**config.mk**
```make
export PLATFORM = sky130hd
export DESIGN_NAME = multi_target_blanker
export DESIGN_NICKNAME = d
export VERILOG_FILES = /design/src/rtl/multi_target_blanker_pkg.sv /design/src/rtl/multi_target_blanker_box_match.sv /design/src/rtl/multi_target_blanker.sv
export SDC_FILE = /design/constraint.sdc
export NUM_CORES = 1
export LEC_CHECK = 0
export CAP_MARGIN = 20
export CORE_ASPECT_RATIO = 1.1
export CORE_UTILIZATION = 40
export DETAILED_ROUTE_END_ITERATION = 8
export HOLD_SLACK_MARGIN = 0.1
export PLACE_DENSITY = 0.7
export SYNTH_ARGS = -nofsm -noshare
export SYNTH_HDL_FRONTEND = slang
export SYNTH_HIERARCHICAL = 1
export SYNTH_SLANG_ARGS = --single-unit
export TNS_END_PERCENT = 5
```
**constraint.sdc**
```tcl
create_clock -name pclk -period 7.7 [get_ports pclk]
set_input_delay 2.31 -clock pclk [delete_from_list [all_inputs] [get_ports pclk]]
set_output_delay 2.31 -clock pclk [all_outputs]
set_load 0.005 [all_outputs]
```
**src/rtl/multi_target_blanker_pkg.sv**
```systemverilog
// Shared definitions for the light-gun blanker: video bus layout, state
// encodings, colours and the enabled-target search helper.
package multi_target_blanker_pkg;

  // Bus layout, MSB first: {hcount[10:0], vcount[10:0], hsync, vsync, blank, rgb[11:0]}
  localparam int COORD_W   = 11;
  localparam int RGB_W     = 12;
  localparam int BUS_W     = 2 * COORD_W + 3 + RGB_W;
  localparam int BLANK_BIT = RGB_W;
  localparam int VSYNC_BIT = RGB_W + 1;
  localparam int HSYNC_BIT = RGB_W + 2;
  localparam int VC_LSB    = RGB_W + 3;
  localparam int HC_LSB    = VC_LSB + COORD_W;

  localparam int FCNT_W = 4;

  localparam logic [RGB_W-1:0] C_BLACK = 12'h000;
  localparam logic [RGB_W-1:0] C_WHITE = 12'hFFF;

  typedef enum logic [2:0] {
    S_IDLE    = 3'd0,
    S_ARM     = 3'd1,
    S_DARK    = 3'd2,
    S_FLASH   = 3'd3,
    S_DONE    = 3'd4,
    S_HOLDOFF = 3'd5
  } state_t;

  // Lowest set bit of en at or above index 'from'; result is {found, index}.
  function automatic logic [3:0] next_enabled(input logic [7:0] en, input int from);
    logic [3:0] res;
    res = '0;
    for (int k = 7; k >= 0; k--) begin
      if (k >= from && en[k]) res = {1'b1, 3'(k)};
    end
    return res;
  endfunction

  function automatic logic is_blanking(input state_t s);
    return (s == S_DARK) || (s == S_FLASH);
  endfunction

endpackage

```
**src/rtl/multi_target_blanker_box_match.sv**
```systemverilog
// Combinational point-in-box test; sums are widened to 12 bits so a box whose
// left/top edge sits near 2047 extends past the raster instead of wrapping to 0.
module box_match
  import multi_target_blanker_pkg::*;
#(
  parameter int BOX_WIDTH  = 64,
  parameter int BOX_HEIGHT = 64
) (
  input  logic [COORD_W-1:0] i_hcount,
  input  logic [COORD_W-1:0] i_vcount,
  input  logic [COORD_W-1:0] i_box_x,
  input  logic [COORD_W-1:0] i_box_y,
  output logic               o_inside
);

  logic [COORD_W:0] w_h;
  logic [COORD_W:0] w_v;
  logic [COORD_W:0] w_x0;
  logic [COORD_W:0] w_y0;
  logic [COORD_W:0] w_x1;
  logic [COORD_W:0] w_y1;

  assign w_h  = {1'b0, i_hcount};
  assign w_v  = {1'b0, i_vcount};
  assign w_x0 = {1'b0, i_box_x};
  assign w_y0 = {1'b0, i_box_y};
  assign w_x1 = w_x0 + (COORD_W + 1)'(BOX_WIDTH);
  assign w_y1 = w_y0 + (COORD_W + 1)'(BOX_HEIGHT);

  assign o_inside = (w_h >= w_x0) && (w_h < w_x1) && (w_v >= w_y0) && (w_v < w_y1);

endmodule

```
**src/rtl/multi_target_blanker.sv**
```systemverilog
// Inline video-bus blanker for light-gun hit detection: dark frames after a
// shot, then one white box per enabled target while sampling the photodiode.
module multi_target_blanker
  import multi_target_blanker_pkg::*;
#(
  parameter int N_TARGETS      = 2,
  parameter int BOX_WIDTH      = 64,
  parameter int BOX_HEIGHT     = 64,
  parameter int DARK_FRAMES    = 1,
  parameter int FLASH_FRAMES   = 1,
  parameter int HOLDOFF_FRAMES = 4
) (
  input  logic                     pclk,
  input  logic                     rst,
  input  logic [BUS_W-1:0]         video_bus_in,
  output logic [BUS_W-1:0]         video_bus_out,
  input  logic [11*N_TARGETS-1:0]  x_pos,
  input  logic [11*N_TARGETS-1:0]  y_pos,
  input  logic [N_TARGETS-1:0]     target_en,
  input  logic                     trigger_n,
  input  logic                     light,
  input  logic                     calib,
  output logic                     blanking,
  output logic                     busy,
  output logic [N_TARGETS-1:0]     hit,
  output logic                     shot_done
);

  localparam logic [FCNT_W-1:0] L_DARK_LAST  = FCNT_W'(DARK_FRAMES - 1);
  localparam logic [FCNT_W-1:0] L_FLASH_LAST = FCNT_W'(FLASH_FRAMES - 1);
  localparam logic [FCNT_W-1:0] L_HOLD_LAST  = FCNT_W'(HOLDOFF_FRAMES - 1);

  state_t                     r_state;
  state_t                     w_state_nxt;
  logic [FCNT_W-1:0]          r_fcnt;
  logic [FCNT_W-1:0]          w_fcnt_nxt;
  logic [2:0]                 r_idx;
  logic [2:0]                 w_idx_nxt;
  logic [11*N_TARGETS-1:0]    r_x;
  logic [11*N_TARGETS-1:0]    r_y;
  logic [N_TARGETS-1:0]       r_en;
  logic [N_TARGETS-1:0]       r_hit_acc;
  logic [N_TARGETS-1:0]       r_hit;
  logic                       r_cheat;
  logic                       r_trig_prev;
  logic                       r_vs_prev;
  logic                       r_busy;
  logic                       r_blank;
  logic                       r_shot_done;
  logic [BUS_W-1:RGB_W]       r_sync_p1;
  logic [RGB_W-1:0]           r_rgb_p1;

  logic                       w_vsync;
  logic                       w_frame_edge;
  logic                       w_trig_edge;
  logic [COORD_W-1:0]         w_hc;
  logic [COORD_W-1:0]         w_vc;
  logic [RGB_W-1:0]           w_rgb_in;
  logic [RGB_W-1:0]           w_rgb_nxt;
  logic [7:0]                 w_en8;
  logic [3:0]                 w_first;
  logic [3:0]                 w_after;
  logic [COORD_W-1:0]         w_bx;
  logic [COORD_W-1:0]         w_by;
  logic                       w_in_box;
  logic [N_TARGETS-1:0]       w_idx_bit;

  assign w_vsync      = video_bus_in[VSYNC_BIT];
  assign w_hc         = video_bus_in[HC_LSB +: COORD_W];
  assign w_vc         = video_bus_in[VC_LSB +: COORD_W];
  assign w_rgb_in     = video_bus_in[RGB_W-1:0];
  assign w_frame_edge = r_vs_prev & ~w_vsync;
  assign w_trig_edge  = r_trig_prev & ~trigger_n;
  assign w_en8        = 8'(r_en);
  assign w_first      = next_enabled(w_en8, 0);
  assign w_after      = next_enabled(w_en8, int'(r_idx) + 1);
  assign w_idx_bit    = N_TARGETS'(1) << r_idx;

  always_comb begin
    w_state_nxt = r_state;
    w_fcnt_nxt  = r_fcnt;
    w_idx_nxt   = r_idx;
    if (calib) begin
      w_state_nxt = S_IDLE;
    end else begin
      case (r_state)
        S_IDLE: if (w_trig_edge) w_state_nxt = S_ARM;
        S_ARM: if (w_frame_edge) begin
          w_state_nxt = S_DARK;
          w_fcnt_nxt  = '0;
        end
        S_DARK: if (w_frame_edge) begin
          if (r_fcnt == L_DARK_LAST) begin
            w_fcnt_nxt = '0;
            if (w_first[3]) begin
              w_state_nxt = S_FLASH;
              w_idx_nxt   = w_first[2:0];
            end else begin
              w_state_nxt = S_DONE;
            end
          end else begin
            w_fcnt_nxt = r_fcnt + 1'b1;
          end
        end
        S_FLASH: if (w_frame_edge) begin
          if (r_fcnt == L_FLASH_LAST) begin
            w_fcnt_nxt = '0;
            if (w_after[3]) w_idx_nxt = w_after[2:0];
            else            w_state_nxt = S_DONE;
          end else begin
            w_fcnt_nxt = r_fcnt + 1'b1;
          end
        end
        S_DONE: begin
          w_fcnt_nxt  = '0;
          w_state_nxt = (HOLDOFF_FRAMES == 0) ? S_IDLE : S_HOLDOFF;
        end
        S_HOLDOFF: if (w_frame_edge) begin
          if (r_fcnt == L_HOLD_LAST) w_state_nxt = S_IDLE;
          else                       w_fcnt_nxt  = r_fcnt + 1'b1;
        end
        default: w_state_nxt = S_IDLE;
      endcase
    end
  end

  // The box drawn this pixel belongs to the target selected for the next state.
  always_comb begin
    w_bx = '0;
    w_by = '0;
    for (int k = 0; k < N_TARGETS; k++) begin
      if (w_idx_nxt == 3'(k)) begin
        w_bx = r_x[11*k +: 11];
        w_by = r_y[11*k +: 11];
      end
    end
  end

  box_match #(
    .BOX_WIDTH  (BOX_WIDTH),
    .BOX_HEIGHT (BOX_HEIGHT)
  ) u_box_match (
    .i_hcount (w_hc),
    .i_vcount (w_vc),
    .i_box_x  (w_bx),
    .i_box_y  (w_by),
    .o_inside (w_in_box)
  );

  always_comb begin
    w_rgb_nxt = w_rgb_in;
    if (calib) begin
      w_rgb_nxt = light ? C_WHITE : C_BLACK;
    end else begin
      case (w_state_nxt)
        S_DARK:  w_rgb_nxt = C_BLACK;
        S_FLASH: w_rgb_nxt = w_in_box ? C_WHITE : C_BLACK;
        default: w_rgb_nxt = w_rgb_in;
      endcase
    end
  end

  always_ff @(posedge pclk) begin
    if (rst) begin
      r_state     <= S_IDLE;
      r_fcnt      <= '0;
      r_idx       <= '0;
      r_hit       <= '0;
      r_hit_acc   <= '0;
      r_cheat     <= 1'b0;
      r_shot_done <= 1'b0;
      r_busy      <= 1'b0;
      r_blank     <= 1'b0;
      r_trig_prev <= 1'b1;
      r_vs_prev   <= 1'b0;
    end else begin
      r_state     <= w_state_nxt;
      r_fcnt      <= w_fcnt_nxt;
      r_idx       <= w_idx_nxt;
      r_trig_prev <= trigger_n;
      r_vs_prev   <= w_vsync;
      r_busy      <= (w_state_nxt != S_IDLE);
      r_blank     <= is_blanking(w_state_nxt);
      r_shot_done <= !calib && (r_state == S_DONE);
      if (!calib) begin
        case (r_state)
          S_IDLE: if (w_trig_edge) begin
            r_hit_acc <= '0;
            r_cheat   <= 1'b0;
          end
          S_DARK:  if (light) r_cheat <= 1'b1;
          S_FLASH: if (light) r_hit_acc <= r_hit_acc | w_idx_bit;
          S_DONE:  r_hit <= r_cheat ? '0 : r_hit_acc;
          default: ;
        endcase
      end
    end
  end

  // Target geometry is frozen at the shot so mid-test edits cannot move a box.
  always_ff @(posedge pclk) begin
    if (!rst && !calib && r_state == S_IDLE && w_trig_edge) begin
      r_x  <= x_pos;
      r_y  <= y_pos;
      r_en <= target_en;
    end
  end

  // Output stage p1: sync/count fields are a plain one-pixel delay.
  always_ff @(posedge pclk) begin
    r_sync_p1 <= video_bus_in[BUS_W-1:RGB_W];
    if (rst) r_rgb_p1 <= C_BLACK;
    else     r_rgb_p1 <= w_rgb_nxt;
  end

  assign video_bus_out = {r_sync_p1, r_rgb_p1};
  assign blanking      = r_blank;
  assign busy          = r_busy;
  assign hit           = r_hit;
  assign shot_done     = r_shot_done;

endmodule

```
Yosys cells after proc, flatten, opt, wreduce, memory -nomap -nowiden
Cells that the tools add are included.

word-level totals
  bits in registers = 103
  input bits = 88
  logic and storage cells = 118
  output and inout port bits = 42

operators by class
  reductions and logical operators = 24
  shifts and indexed selects = 1
  bitwise gates (word level) = 6
  magnitude comparators = 6
  mux-type cells = 45
  eq/ne operators = 16
  $add $sub $neg = 4

operators by type and width
  kind                                                              number
  2-to-1 mux 3 bit                                                  18
  2-to-1 mux 11 bit                                                 4
  2-to-1 mux 12 bit                                                 3
  2-to-1 mux 4 bit                                                  9
  adder 11 x 7 -> 12 bit, second input constant                     2
  < comparator 11 x 12 -> 1 bit                                     2
  case mux 12 bit (2 select lines)                                  1
  greater-or-equal comparator 11 bit                                2
  case mux 3 bit (6 select lines)                                   1
  case mux 4 bit (4 select lines)                                   1
  == test 3 x 2 -> 1 bit, second input constant                     4
  != test 2 bit, second input constant                              6
  logical AND 1 bit                                                 9
  greater-or-equal comparator 1 x 4 -> 1 bit, first input constant  2
  AND reduction 4 bit                                               2
  == test 3 x 1 -> 1 bit, second input constant                     2
  == test 3 bit, second input constant                              2
  logical NOT 3 bit                                                 2
  2-to-1 mux 2 bit                                                  3
  case mux 3 bit (2 select lines)                                   1
  AND reduction 6 bit                                               1
  adder 3 x 1 -> 4 bit, second input constant                       1
  adder 4 x 1 -> 4 bit, second input constant                       1
  == test 4 x 2 -> 1 bit, second input constant                     1
  16 further kinds                                                  22

Logic depth before layout (Yosys ltp)
  depth in word-level cells = 21
  depth in mapped cells = 22
  mapped depth without buffers = 19

Modules after synthesis
Netlist, hierarchy kept.

by module, submodules not included
  module                cells each  seq. area each (µm²)  instances  area each (µm²)
  multi_target_blanker  328         2522.4                1          3898.7
  box_match             122         0.0                   1          930.9

Least setup slack after synthesis
Ideal clock, no wire load.

  kind = input to register
  start = input rst
  end = register r_en[0], enable pin
  buffers on the path = 2
  path slack = 1.282 ns
  data required time = 7.194 ns
  cell stages on the path = 3
  data arrival time = 5.912 ns
  cells stage by stage = clkbuf_1 > clkbuf_1 > nor3_1

between the ends
  longest elaborated chain between the ends = 4

RTL lines
  what                             RTL line                     source
  start, declared                  multi_target_blanker.sv:14   input logic rst,
  logical NOT 1 bit                multi_target_blanker.sv:202  if (!rst && !calib && r_state == S_IDLE && w_trig_edge) begin
  logical AND 1 bit (3 in series)  multi_target_blanker.sv:202
  end signal, assigned             multi_target_blanker.sv:205  r_en <= target_en;
  end, declared                    multi_target_blanker.sv:41   logic [N_TARGETS-1:0] r_en;

No other way between the ends.
A chain may end at the register's enable or synchronous reset.

Worst setup path in the final report
  start = input video_bus_in[13]
  end = register r_rgb_p1[7]

between the ends
  elaborated cells on any way between the ends = 32

RTL lines
  what                                                                                 RTL line                                                                    source
  start, declared                                                                      multi_target_blanker.sv:15                                                  input logic [BUS_W-1:0] video_bus_in,
  inverter 1 bit (*)                                                                   multi_target_blanker.sv:72                                                  assign w_frame_edge = r_vs_prev & ~w_vsync;
  AND 1 bit (*)                                                                        multi_target_blanker.sv:72
  2-to-1 mux 3 bit (on tied branches)                                                  multi_target_blanker.sv:105, multi_target_blanker.sv:92
  case mux 3 bit (2 select lines) (*)                                                  multi_target_blanker.sv:86                                                  case (r_state)
  2-to-1 mux 3 bit (*)                                                                 multi_target_blanker.sv:83                                                  if (calib) begin
  logical NOT 3 bit                                                                    multi_target_blanker.sv:132                                                 if (w_idx_nxt == 3'(k)) begin
  2-to-1 mux 11 bit                                                                    multi_target_blanker.sv:132
  2-to-1 mux 11 bit (*)                                                                multi_target_blanker.sv:132
  via w_by[6]                                                                          multi_target_blanker.sv:64                                                  logic [COORD_W-1:0] w_by;
  adder 11 x 7 -> 12 bit / greater-or-equal comparator 11 bit (equally long branches)  multi_target_blanker_box_match.sv:28, multi_target_blanker_box_match.sv:30
  < comparator 11 x 12 -> 1 bit / logical AND 1 bit (equally long branches)            multi_target_blanker_box_match.sv:30                                        assign o_inside = (w_h >= w_x0) && (w_h < w_x1) && (w_v >= w_y0) && (w_v < w_y1);
  logical AND 1 bit (*)                                                                multi_target_blanker_box_match.sv:30
  via w_in_box                                                                         multi_target_blanker.sv:65                                                  logic w_in_box;
  2-to-1 mux 12 bit (*)                                                                multi_target_blanker.sv:157                                                 S_FLASH: w_rgb_nxt = w_in_box ? C_WHITE : C_BLACK;
  case mux 12 bit (2 select lines) (*)                                                 multi_target_blanker.sv:155                                                 case (w_state_nxt)
  2-to-1 mux 12 bit (*)                                                                multi_target_blanker.sv:152                                                 if (calib) begin
  end signal, assigned                                                                 multi_target_blanker.sv:213                                                 else r_rgb_p1 <= w_rgb_nxt;
  end, declared                                                                        multi_target_blanker.sv:51                                                  logic [RGB_W-1:0] r_rgb_p1;

Mark *: on every way through the listed nets, which the timed path passes. The rest lies on a longest branch.

==> summary.md <==
| Metric | Value |
|---|---|
| Outcome | complete, no violations |
| Final setup margin | 0.757 ns |
| Clock Latency Late Sink | 0.34 ns |
| Warnings from Yosys | 6 |
| CTS tree | done |
| Most frequent cells in the layout | clkdlybuf4s50_1, dfxtp_1, o21ai_0 |
| Antenna Nets Post-Route | 0 |
| CP max stage delay | 0.52 ns |
| Synth Flop Type | dfxtp_1 |
| Synth Cell Area | 4830 sq um |
| TNS Setup | 0 ns |
| Post-cts sizing count | 0 |
| Area delta synth->final | 35.1% |
| Synth Net Count | 575 |
| Fmax | 144 MHz |
| Dpl hpwl | 8.20 mm |
| Slew @ Worst Pin | 0.794 ns |
| Port Buf Inserts | 129 |
| Syn avg cell area | 10.7 sq um |
| WS Path Type | input pin to register |
| GRT Util Overall | 17.9% |
| Asr flop ratio synth | 0% |
| Num CTS Buffers | 9 |
| R2R depth | 20 |
| Initial DRC count | 135 |
| Drc violations | 0 |
| CTS Hold Bufs | 0 |
| # IOs | 130 |
| GPL Wtd Cong | 0.870 |
| CP Cell Sequence | clkdlybuf4s50_1 > nor2b_1 > nand4_1 > a221oi_2 > o32a_1 > buf_4 > mux2i_1 > ha_1 > nand3_1 > xnor2_1 > ha_1 > a21oi_1 > o2bb2ai_1 > a31oi_1 > a2111oi_2 > nand2_1 > a21oi_1 > o21ai_1 > o21ai_1 |
| Post-route cell area | 6530 sq um |
| Share of post-route cells with drive strength above 1 | 5.52% |
| Initial Utilization | 41.7% |
| Min-delay src | hit[0]$_SDFFE_PP0P_ |
| Die W | 107 um |
| Min Hold Slack | 0.497 ns |
| Die H | 117 um |
| CP Data Required Time | 7.97 ns |
| Final setup vio count | 0 |
| Unrepaired setup endpoints after global routing | false |
| Worst EP arrival | 7.21 ns |
| Max-Cap Viols | 0 |
| Register-to-register setup slack | 2.74 ns |
| Worst-path fanout max | 12 |
| CP startpoint kind | input pin |
| Synth Register Bits | 103 |
| Core area | 11600 sq um |
| Sequential cell area | 2520 sq um |
| Library cells used by synthesis | 57 |
| Num rows | 41 |
| Worst Setup End Kind | register |
| Maximum VDD drop | 0.0000908 V |
| Largest net degree at the start of global routing | 47 |
| Sequential-to-total area share from yosys stat | 52.2% |
| Crit Reg-Reg Startpoint | r_fcnt[0]$_SDFFE_PP0P_ |
| Vias in the first global route | 3688 |
| Post-Syn Instances | 450 |
| Final Non-Filler Cells | 730 |
| Fin. max-slew vios | 0 |
| Routed wire length | 11.0 mm |
| Hold path cells | 2 |
| Placed insts | 714 |
| Lkg Pwr | 2.45 nW |
| DR vias/cell | 5.17 |
| Slew HR | 47.1% |
| Layout Skew | 0.00799 ns |
| Clk root buf | clkbuf_16 |
| Longest Clk Path Bufs | 2 |
| Place WS | 0.451 ns |
| Worst-path clk slew | 0.06 ns |
| Tot Pwr | 1.18 mW |
| Minimum clock period | 6.94 ns |
| Commonest non-fill, non-tap cell in the layout | clkdlybuf4s50_1 |
| First-pass GRT wire length | 17.3 mm |
| DR pass1 iterations | 4 |
| Die footprint | 12500 sq um |
| Area after DPL | 6230 sq um |
| HP Class | register to register |
| Final Util | 56.3% |
| Number of diodes | 0 |
| Mean routed wirelength per cell | 15.0 um |
| Post-synth EDFFs | 46 |
| Vias | 3775 |
| Final global-route overflow total | 0 |
| WHS Endpoint | hit[0]$_SDFFE_PP0P_ |
| Power Density | 180 nW/um^2 |
| Area of the multi-input gates | 2070 sq um |
| Slowest CP cell | o32a_1 |
| Fin crit share | 90.2% |
| Initial antenna violation count | 0 |
| Num Clock Sinks | 103 |
| Post-CTS Setup Bufs | 0 |
| Filler cell count | 1041 |
| Nets@finish | 700 |
| Worst setup path startpoint | video_bus_in[13] |
| H-Tree Depth | 3 |
| Hold Violations, Final | 0 |
| Worst R2R End | r_rgb_p1[7]$_SDFF_PP0_ |
==> worst max-delay path: cells and delay by family <==
| family | cells | cell delay [ns] |
|---|---|---|
| adder cells (fa/ha/maj) | 2 | 0.53 |
| multiplexers | 1 | 0.41 |
| AND/OR/NAND/NOR | 4 | 0.89 |
| XOR/XNOR | 1 | 0.20 |
| buffers and inverters | 2 | 0.77 |
| AO/OA/AOI/OAI | 9 | 2.08 |
==> layout make-up <==
type / instances / share of cell area (%)
Multi-Input combinational cell: 294 / 31.8
Timing Repair Buffer: 134 / 20.4
Clock buffer: 10 / 3.51
Sequential cell: 103 / 38.7
Clock inverter: 6 / 0.940
Inverter: 33 / 1.90
Tap cell: 150 / 2.88
==> cell families after synthesis <==
kind of cell / after synthesis / synth area share (%)
xor gates and xnor gates: 7 / 1.27
muxes: 24 / 4.97
and+or+nand+nor: 101 / 11.3
AOI/OAI and AO/OA: 125 / 15.6
DFF: 103 / 52.2
buffers and inverters: 53 / 5.03
adders and majority gates: 37 / 9.59
==> flip-flops by register name (all words and copies together), names as in the netlist <==
register	cells
r_sync_p1	25
shot_done	1
busy	1
r_vs_prev	1
r_hit_acc	2
r_state	3
r_x	22
blanking	1
r_cheat	1
r_en	2
r_trig_prev	1
r_idx	3
r_fcnt	4
r_rgb_p1	12
hit	2
r_y	22
==> Yosys cell counts, types with 2 or more instances <==
cell | count | area (sq um)
a31oi_1 | 6 | 37.5
xnor2_1 | 7 | 61.3
a21oi_1 | 22 | 110
buf_2 | 2 | 10.0
nand4_1 | 7 | 43.8
a21o_1 | 8 | 60.1
a211oi_1 | 3 | 22.5
nand3_1 | 14 | 70.1
o31a_1 | 2 | 17.5
nor3b_1 | 3 | 22.5
or4b_1 | 2 | 20.0
mux2i_1 | 24 | 240
a21oi_2 | 2 | 17.5
o21ai_1 | 15 | 75.1
or3_1 | 2 | 12.5
edfxtp_1 | 46 | 1380
o21ai_0 | 49 | 245
nand2b_1 | 7 | 43.8
nor3_1 | 7 | 35.0
nor4_1 | 3 | 18.8
clkbuf_1 | 14 | 52.6
nor2_1 | 19 | 71.3
inv_1 | 32 | 120
a221oi_1 | 2 | 17.5
o31ai_1 | 2 | 15.0
dfxtp_1 | 57 | 1140
nand2_1 | 20 | 75.1
nor2b_1 | 7 | 43.8
buf_12 | 2 | 40.0
ha_1 | 37 | 463
==> where the power goes <==
| part | switching [mW] | leakage (nW) | internal [mW] | total, mW |
|---|---|---|---|---|
| logic | 0.0528 | 1.42 | 0.0814 | 0.134 |
| clock network | 0.194 | 0.138 | 0.251 | 0.444 |
| registers | 0.00626 | 0.892 | 0.591 | 0.597 |
| total | 0.253 | 2.45 | 0.923 | 1.18 |
==> how the worst max path moves through the flow <==
stage                             end  slack [ns]
2_1_floorplan       r_en[0]$_DFFE_PP_        1.28
3_3_place_gp   r_rgb_p1[7]$_SDFF_PP0_        0.68
3_5_place_dp   r_rgb_p1[7]$_SDFF_PP0_        0.45
4_1_cts        r_rgb_p1[7]$_SDFF_PP0_        0.77
5_1_grt        r_rgb_p1[7]$_SDFF_PP0_        0.37
6_report       r_rgb_p1[7]$_SDFF_PP0_        0.76
==> layer usage <==
metal / track usage [%] / vias up / routed length [um]
met2: 29.5 / 106 / 5190
met1: 23.0 / 1764 / 5050
met4: 8.13 / 0 / 211
met5: 0 / - / 0
li1: - / 1890 / -
met3: 3.43 / 15 / 504
No activity file was read; power rests on OpenSTA's default activity.
